File: config.mk
export PLATFORM = sky130hd
export DESIGN_NAME = multicycle_ctrl
export DESIGN_NICKNAME = d
export VERILOG_FILES = /design/src/rtl/multicycle_ctrl.sv
export SDC_FILE = /design/constraint.sdc
export NUM_CORES = 1
export LEC_CHECK = 0
export ABC_AREA = 1
export CAP_MARGIN = 20
export CORE_UTILIZATION = 35
export CTS_CLUSTER_SIZE = 8
export DETAILED_ROUTE_END_ITERATION = 10
export PLACE_DENSITY = 0.91
export SYNTH_ARGS = -nofsm -noshare
export SYNTH_HDL_FRONTEND = slang
export SYNTH_SLANG_ARGS = --single-unit
File: constraint.sdc
create_clock -name clk -period 1.7 [get_ports clk]
set_input_delay 0.425 -clock clk [delete_from_list [all_inputs] [get_ports clk]]
set_output_delay 0.425 -clock clk [all_outputs]
set_load 0.02 [all_outputs]
File: src/rtl/multicycle_ctrl.sv
// Multi-cycle control FSM for an RV32 subset datapath: instruction decode, state sequencing, enables.
// Define MC_PERF_CNT_EN to add the cycle_cnt / instret_cnt performance counters.
module multicycle_ctrl #(
    parameter int MEM_TIMEOUT = 16
`ifdef MC_PERF_CNT_EN
    ,
    parameter int CNT_W = 32
`endif
) (
    input  logic        clk,
    input  logic        reset,
    input  logic [31:0] instruction,
    input  logic        mem_ready,
    output logic        RWen,
    output logic        memRW,
    output logic        beq_control,
    output logic        bne_control,
    output logic        jump,
    output logic        ALUsel,
    output logic [1:0]  Immsel,
    output logic        Asel,
    output logic        Bsel,
    output logic [1:0]  WBsel,
    output logic        pc_we,
    output logic        ir_we,
    output logic        halted,
    output logic        bus_err,
    output logic [2:0]  state_o
`ifdef MC_PERF_CNT_EN
    ,
    output logic [CNT_W-1:0] cycle_cnt,
    output logic [CNT_W-1:0] instret_cnt
`endif
);

    typedef enum logic [2:0] {
        S_FETCH  = 3'd0,
        S_DECODE = 3'd1,
        S_EXEC   = 3'd2,
        S_MEM    = 3'd3,
        S_WB     = 3'd4,
        S_HALT   = 3'd5
    } state_t;

    typedef enum logic [2:0] {
        C_R, C_I, C_LW, C_SW, C_BEQ, C_BNE, C_JAL, C_ILL
    } iclass_t;

    localparam int                WAIT_W     = (MEM_TIMEOUT > 1) ? $clog2(MEM_TIMEOUT + 1) : 1;
    localparam bit                TIMEOUT_EN = (MEM_TIMEOUT > 0);
    localparam logic [WAIT_W-1:0] WAIT_LAST  = WAIT_W'((MEM_TIMEOUT > 0) ? MEM_TIMEOUT - 1 : 0);

    state_t              state_q, state_d;
    logic [WAIT_W-1:0]   wait_cnt_q, wait_cnt_d;
    logic                bus_err_q, bus_err_d;

    iclass_t             iclass;
    logic [6:0]          opcode;
    logic [2:0]          funct3;
    logic                rd_nz;
    logic                unused_instr_bits;

    assign opcode            = instruction[6:0];
    assign funct3            = instruction[14:12];
    assign rd_nz             = |instruction[11:7];
    assign unused_instr_bits = ^{instruction[31], instruction[29:15]};

    // NOTE: every output of a combinational block gets a default first, so no path infers a latch.
    always_comb begin
        iclass = C_ILL;
        ALUsel = 1'b0;
        Immsel = 2'b00;
        Asel   = 1'b0;
        Bsel   = 1'b0;
        WBsel  = 2'b01;
        case (opcode)
            7'b0110011: begin iclass = C_R;  ALUsel = instruction[30]; end
            7'b0010011: begin iclass = C_I;  Bsel = 1'b1; end
            7'b0000011: begin iclass = C_LW; Bsel = 1'b1; WBsel = 2'b00; end
            7'b0100011: begin iclass = C_SW; Immsel = 2'b01; Bsel = 1'b1; end
            7'b1100011: begin
                Immsel = 2'b10;
                Asel   = 1'b1;
                Bsel   = 1'b1;
                case (funct3)
                    3'b000:  iclass = C_BEQ;
                    3'b001:  iclass = C_BNE;
                    default: iclass = C_ILL;
                endcase
            end
            7'b1101111: begin iclass = C_JAL; Immsel = 2'b11; WBsel = 2'b10; end
            default:    iclass = C_ILL;
        endcase
    end

    always_comb begin
        state_d     = state_q;
        wait_cnt_d  = '0;
        bus_err_d   = bus_err_q;
        RWen        = 1'b0;
        memRW       = 1'b0;
        beq_control = 1'b0;
        bne_control = 1'b0;
        jump        = 1'b0;
        pc_we       = 1'b0;
        ir_we       = 1'b0;
        case (state_q)
            S_FETCH: begin
                ir_we   = 1'b1;
                state_d = S_DECODE;
            end
            S_DECODE: state_d = (iclass == C_ILL) ? S_HALT : S_EXEC;
            S_EXEC: begin
                case (iclass)
                    C_BEQ: begin beq_control = 1'b1; pc_we = 1'b1; state_d = S_FETCH; end
                    C_BNE: begin bne_control = 1'b1; pc_we = 1'b1; state_d = S_FETCH; end
                    C_JAL: begin
                        jump    = 1'b1;
                        pc_we   = 1'b1;
                        RWen    = rd_nz;
                        state_d = S_FETCH;
                    end
                    C_R, C_I:   state_d = S_WB;
                    C_LW, C_SW: state_d = S_MEM;
                    default:    state_d = S_HALT;
                endcase
            end
            S_MEM: begin
                memRW = (iclass == C_SW);
                if (mem_ready) begin
                    if (iclass == C_SW) begin
                        pc_we   = 1'b1;
                        state_d = S_FETCH;
                    end else begin
                        state_d = S_WB;
                    end
                end else if (TIMEOUT_EN && (wait_cnt_q == WAIT_LAST)) begin
                    // Abort the access: the store strobe is withdrawn in the timeout cycle.
                    memRW     = 1'b0;
                    bus_err_d = 1'b1;
                    state_d   = S_HALT;
                end else if (TIMEOUT_EN) begin
                    wait_cnt_d = wait_cnt_q + WAIT_W'(1);
                end
            end
            S_WB: begin
                RWen    = rd_nz;
                pc_we   = 1'b1;
                state_d = S_FETCH;
            end
            S_HALT:  state_d = S_HALT;
            default: state_d = S_HALT;
        endcase

        if (reset) begin
            RWen        = 1'b0;
            memRW       = 1'b0;
            beq_control = 1'b0;
            bne_control = 1'b0;
            jump        = 1'b0;
            pc_we       = 1'b0;
            ir_we       = 1'b0;
        end
    end

    // NOTE: sequential state uses non-blocking assignments so all flops update from pre-edge values.
    always_ff @(posedge clk) begin
        if (reset) begin
            state_q    <= S_FETCH;
            wait_cnt_q <= '0;
            bus_err_q  <= 1'b0;
        end else begin
            state_q    <= state_d;
            wait_cnt_q <= wait_cnt_d;
            bus_err_q  <= bus_err_d;
        end
    end

    assign halted  = (state_q == S_HALT);
    assign bus_err = bus_err_q;
    assign state_o = state_q;

`ifdef MC_PERF_CNT_EN
    logic [CNT_W-1:0] cycle_cnt_q, cycle_cnt_d;
    logic [CNT_W-1:0] instret_cnt_q, instret_cnt_d;

    always_comb begin
        cycle_cnt_d   = cycle_cnt_q + ((state_q != S_HALT) ? CNT_W'(1) : CNT_W'(0));
        instret_cnt_d = instret_cnt_q + CNT_W'(pc_we);
    end

    always_ff @(posedge clk) begin
        if (reset) begin
            cycle_cnt_q   <= '0;
            instret_cnt_q <= '0;
        end else begin
            cycle_cnt_q   <= cycle_cnt_d;
            instret_cnt_q <= instret_cnt_d;
        end
    end

    assign cycle_cnt   = cycle_cnt_q;
    assign instret_cnt = instret_cnt_q;
`endif

endmodule

==> impl_metrics.toml, run 1 <==
[outcome]
status = "finished with violations"
violations = "setup timing"

[yosys]
ys_warn_count = 0
synth.most_common_cell = "nor2_1"
netlist_area_um2 = 792.0
ys_top_cells_by_area = "dfxtp_1, nor2_1, nand2_1, inv_1, nor2_2"
synth_seq_cells = 9
synth.distinct_cells = 24
postSynthCellCount = 130
ys.flop_type = "dfxtp_1"
syn_avg_cell_area_um2 = 6.092
async_flop_share = 0
synth_top_area_cell = "dfxtp_1"
netlist.area_leader.share = 0.2275
synthTopCellsByCount = "nor2_1, nand2_1, inv_1"
synth_edf_count = 0
seq_area_frac_synth = 0.2275
syn_nets = 167

[routing]
drtIter0Drc = 43
vias = 1391
wl_per_cell_um = 20.14
drc = 0
firstDrtPassIters = 4
via_per_inst = 5.654
wirelength_mm = 4.954
antenna_left = 0

[worst_setup_path]
timing_worst_setup_path_type = "in2out"
max_stage_delay_ps = 160
cp_cell_sequence = "buf_8 > nor2_4 > nand3_4 > buf_6 > nand3_4 > nand3_4 > nand2_4 > nand2_4 > a31oi_4 > buf_6"
r2r_start = "state_o[2]"
rr_worst_depth = 9
worstPathArrival_ps = 1630
critPathCaptureType = "primary output"
crit_top_cell = "nand3_4"
slowest_stage = "a31oi_4"
reg2reg_slack_ps = 80
startpoint = "instruction[3]"
crit_fanout = 5
start_kind = "primary input"
worstPathRequired_ps = 1270

[sta]
setup_ws_ps = -356.4
finalClockSkew_ps = 7.091
finalHoldViolCount = 0
setup_violations = 11
tightest_slew_ps = 456.8
min_period_ps = 2056
timing.fmax_mhz = 486.3
fin_crit_sh = 1.210
worst_hold_slack_ps = 565.5
rsz0062_at_grt = "true"
slew_viol_final = 0
max_slew_margin = 0.6931

[cts]
clkLatencyLatePin_ps = 300
cts_buffers = 3
clk_pin_slew_ps = 70
cts-hold-fix-buffers = 0
cts_max_level = 1
clockBufferDepth = 2
cts_sinks = 9
root_buffer = "clkbuf_4"
cts_tree = "built"

[global_route]
first_global_vias = 1360
grt_antenna_before_repair = 0
grt_util_all_layers = 0.3348
grt_max_degree = 6
grt.overflow.total = 0
grt_pass1_wl_mm = 6.072

[placement]
post-place-cells = 223
dpl_cell_area_um2 = 1503
dp_hpwl_mm = 2.293
gp_congestion = 0.8324
portBuffers = 37

[min_path]
min_from = "bus_err"
worstHoldPathType = "reg2reg"
min_path_cells = 2

[final_layout]
drive_gt1_frac = 0.6575
final_cell_area_um2 = 1926
nets = 257
diodes = 0
syn_to_final_growth_pct = 143.1
instances_no_fill = 246

[die]
die_width_um = 49.57
ioPinCount = 54
die_area_um2 = 2457
fp.coreArea_um2 = 2042
num_rows = 16
die_h_um = 49.57
start_util = 0.3879

[flow_run]
maxCapViolCount = 0

[power]
peakVddDrop_mv = 0.7872
power.density_nw_per_um2 = 448.0
p_leak_nw = 0.9259
where the power goes:
group          switching, W  internal (W)
Combinational      0.000232      0.000200
Sequential        0.0000166      0.000222
Clock             0.0000999     0.0000917
Total              0.000349      0.000514
layout by cell type, fill, tap and decap left out, types with 7 or more instances in the layout:
cell type        instances
buf_4                   46
buf_6                   20
clkdlybuf4s50_1          8
inv_1                   10
inv_2                   10
nand2_1                 14
nand2_2                  7
nand2_4                  8
nor2_1                  16
nor2_4                  14
metrics by stage:
step | power, W | setup WS (ps) | TNS (ps) | utilization
detailed placement | 0.0005379 | -1227 | -15230 | 0.7359
floorplan | 0.0003705 | -42.03 | -80.08 | -
finish | 0.0008627 | -356.4 | -2284 | 0.9430
global placement | 0.0005247 | -1128 | -14040 | 0.7359
global route | 0.0008875 | -394.4 | -3050 | 0.9430
CTS | 0.0007289 | -354.6 | -1920 | 0.8272
registers in the layout, indices dropped and copies added, names as in the netlist:
signal,flops
wait_cnt_q,5
state_o,3
bus_err,1
worst max-delay path, delay by kind of cell:
kind,cells,cell delay (ps)
AO/OA/AOI/OAI,1,160
AND/OR/NAND/NOR,6,640
buffers and inverters,3,400
cell families (layout without fill, tap and decap cells):
kind of cell / Yosys count / after routing / synth area share
AOI/OAI and AO/OA: 7 / 7 / 0.06477
xor gates and xnor gates: 1 / 1 / 0.01106
adders and majority gates: 2 / 2 / 0.03159
buffers and inverters: 27 / 116 / 0.1280
DFF: 9 / 9 / 0.2275
and+or+nand+nor: 84 / 84 / 0.5371
metal layers:
metal,wire [um],part of all wire,GRT usage,vias up
li1,-,-,-,589
met1,1655,0.33,0.3153,635
met2,2371,0.48,0.6216,120
met3,506,0.10,0.1049,47
met4,420,0.085,0.2000,0
met5,0,0,0,-
worst paths after layout:
path / endpoint
min: bus_err
max reg2reg: state_o[0]
min reg2reg: bus_err
max: pc_we
layout make-up:
class | instances | area (um2)
multi-input combinational | 94 | 787.0
fill | 62 | 116.4
sequential | 9 | 191.4
clock buffer | 4 | 26.28
tap | 27 | 33.78
inverter | 26 | 115.1
timing repair buffer | 86 | 772.0
what timing repair did:
action,4_1_cts,5_1_grt
buffers inserted,7,13
endpoints found under the setup margin,21,17
pin swaps,29,26
resized for setup,160,46
Note: power is estimated with default switching activity, not from simulation.
==> run 2, diff against run 1 <==
Settings changed: REMOVE_ABC_BUFFERS from default to 1.
==> impl_metrics.toml, run 2 (synthesized netlist as in run 1, its figures left out) <==
[outcome]
status = "finished with violations"
violations = "setup timing"

[placement]
post-place-cells = 225
dp_hpwl_mm = 2.185
gp_congestion = 0.8380
portBuffers = 37

[final_layout]
largest_reg_flops = 5
instances_no_fill = 245
largest_register = "wait_cnt_q"
diodes = 0
drive_gt1_frac = 0.6193
mostFrequentLayoutCells = "buf_4, nor2_1, buf_6"
syn_to_final_growth_pct = 134.4
nets = 256
layout_commonest_cell = "buf_4"
fin_util = 0.9093

[routing]
vias = 1433
antenna_left = 0
via_per_inst = 5.849
drtIter0Drc = 103
drc = 0
wl_per_cell_um = 21.86
firstDrtPassIters = 4
wirelength_mm = 5.356

[sta]
timing.fmax_mhz = 455.0
setup_ws_ps = -497.6
rsz0062_at_grt = "true"
worst_hold_slack_ps = 553.2
max_slew_margin = 0.7845
setup_violations = 14
fin_crit_sh = 1.293
slew_viol_final = 0
tightest_slew_ps = 320.7
finalHoldViolCount = 0
finalClockSkew_ps = 9.373
min_period_ps = 2198

[worst_setup_path]
slowest_stage = "dfxtp_1"
start_kind = "flip-flop"
crit_fanout = 3
worstPathRequired_ps = 1270
worstPathArrival_ps = 1770
max_stage_delay_ps = 330
timing_worst_setup_path_type = "reg2out"
critPathCaptureType = "primary output"
cp_cell_sequence = "inv_2 > nand2_1 > nor2_2 > buf_4 > nand3_1 > a31oi_1 > buf_4"
crit_top_cell = "buf_4"

[cts]
cts_tree = "built"
clk_pin_slew_ps = 70
cts_max_level = 1
clkLatencyLatePin_ps = 270
cts_buffers = 3
root_buffer = "clkbuf_4"
cts_sinks = 9
clockBufferDepth = 2

[die]
start_util = 0.3879
die_area_um2 = 2457
num_rows = 16
fp.coreArea_um2 = 2042
die_width_um = 49.57
die_h_um = 49.57
ioPinCount = 54

[global_route]
first_global_vias = 1380
grt_util_all_layers = 0.3855
grt_antenna_before_repair = 0
grt.overflow.total = 0
grt_pass1_wl_mm = 6.955
grt_max_degree = 6

[power]
p_leak_nw = 0.9235
peakVddDrop_mv = 0.7358
total_power_w = 0.0008120
power.density_nw_per_um2 = 437.3

[min_path]
worstHoldPathType = "reg2reg"

[flow_run]
maxCapViolCount = 0
==> run 2: cell count changes in the layout (fill, tap and decap cells not counted), moves of 2 or more <==
cell           previous run  this run
buf_12                    0         2
buf_4                    46        42
dlygate4sd2_1             5         7
inv_1                    10        12
inv_2                    10         8
nor2_1                   16        20
nor2_4                   14         9
==> run 2: through the flow <==
stage,setup TNS [ps],cell area (um2),setup WS [ps]
2_1_floorplan,-1004,788.3,-441.1
3_3_place_gp,-13290,1445,-1046
3_5_place_dp,-14190,1445,-1150
4_1_cts,-1660,1735,-284.4
5_1_grt,-3679,1857,-557.7
6_report,-2922,1857,-497.6
==> run 2: path summary, 6_finish.rpt <==
path                                  from             to  slack [ps]  cells past startpoint
worst max register to register  state_o[2]  wait_cnt_q[2]         180                      9
worst min register to register     bus_err        bus_err         550                      2
worst max-delay path            state_o[2]          pc_we        -500                      7
worst min-delay path               bus_err        bus_err         550                      2
==> run 2: repair_timing <==
| item | CTS | global route |
|---|---|---|
| hold buffers | 0 | 0 |
| setup buffers | 14 | 6 |
| hold endpoints to repair | 0 | 0 |
| pin swaps | 30 | 23 |
| resized for setup | 176 | 31 |
| setup endpoints to repair | 21 | 16 |
==> run 2: power by group <==
| group | switching, W | internal, W |
|---|---|---|
| logic | 0.000213 | 0.000187 |
| clock network | 0.0000817 | 0.0000907 |
| registers | 0.0000165 | 0.000223 |
| total | 0.000312 | 0.000500 |
==> run 2: area by class of cell <==
type	count	area (um2)
Clock buffer	4	26.28
Fill cell	75	185.2
Inverter	26	115.1
Multi-Input combinational cell	94	711.9
Sequential cell	9	187.7
Tap cell	27	33.78
Timing Repair Buffer	85	782.0
==> run 2: critical path, delay by kind of cell (launching register included) <==
family          cells  cell delay, ps
buf+inv             3             420
compound gates      1             260
flops               1             330
simple gates        3             490
==> run 2: routing by layer <==
metal / share of wire / up-vias / GRT usage
li1: - / 582 / -
met4: 0.080 / 0 / 0.2143
met1: 0.35 / 650 / 0.3952
met3: 0.11 / 55 / 0.08951
met5: 0 / - / 0
met2: 0.46 / 146 / 0.7072
==> run 3, diff against run 2 <==
Settings changed: CAP_MARGIN 20 to 25.
==> results of run 3 <==
The final DEF is identical to that of run 2; final timing and power are the same.
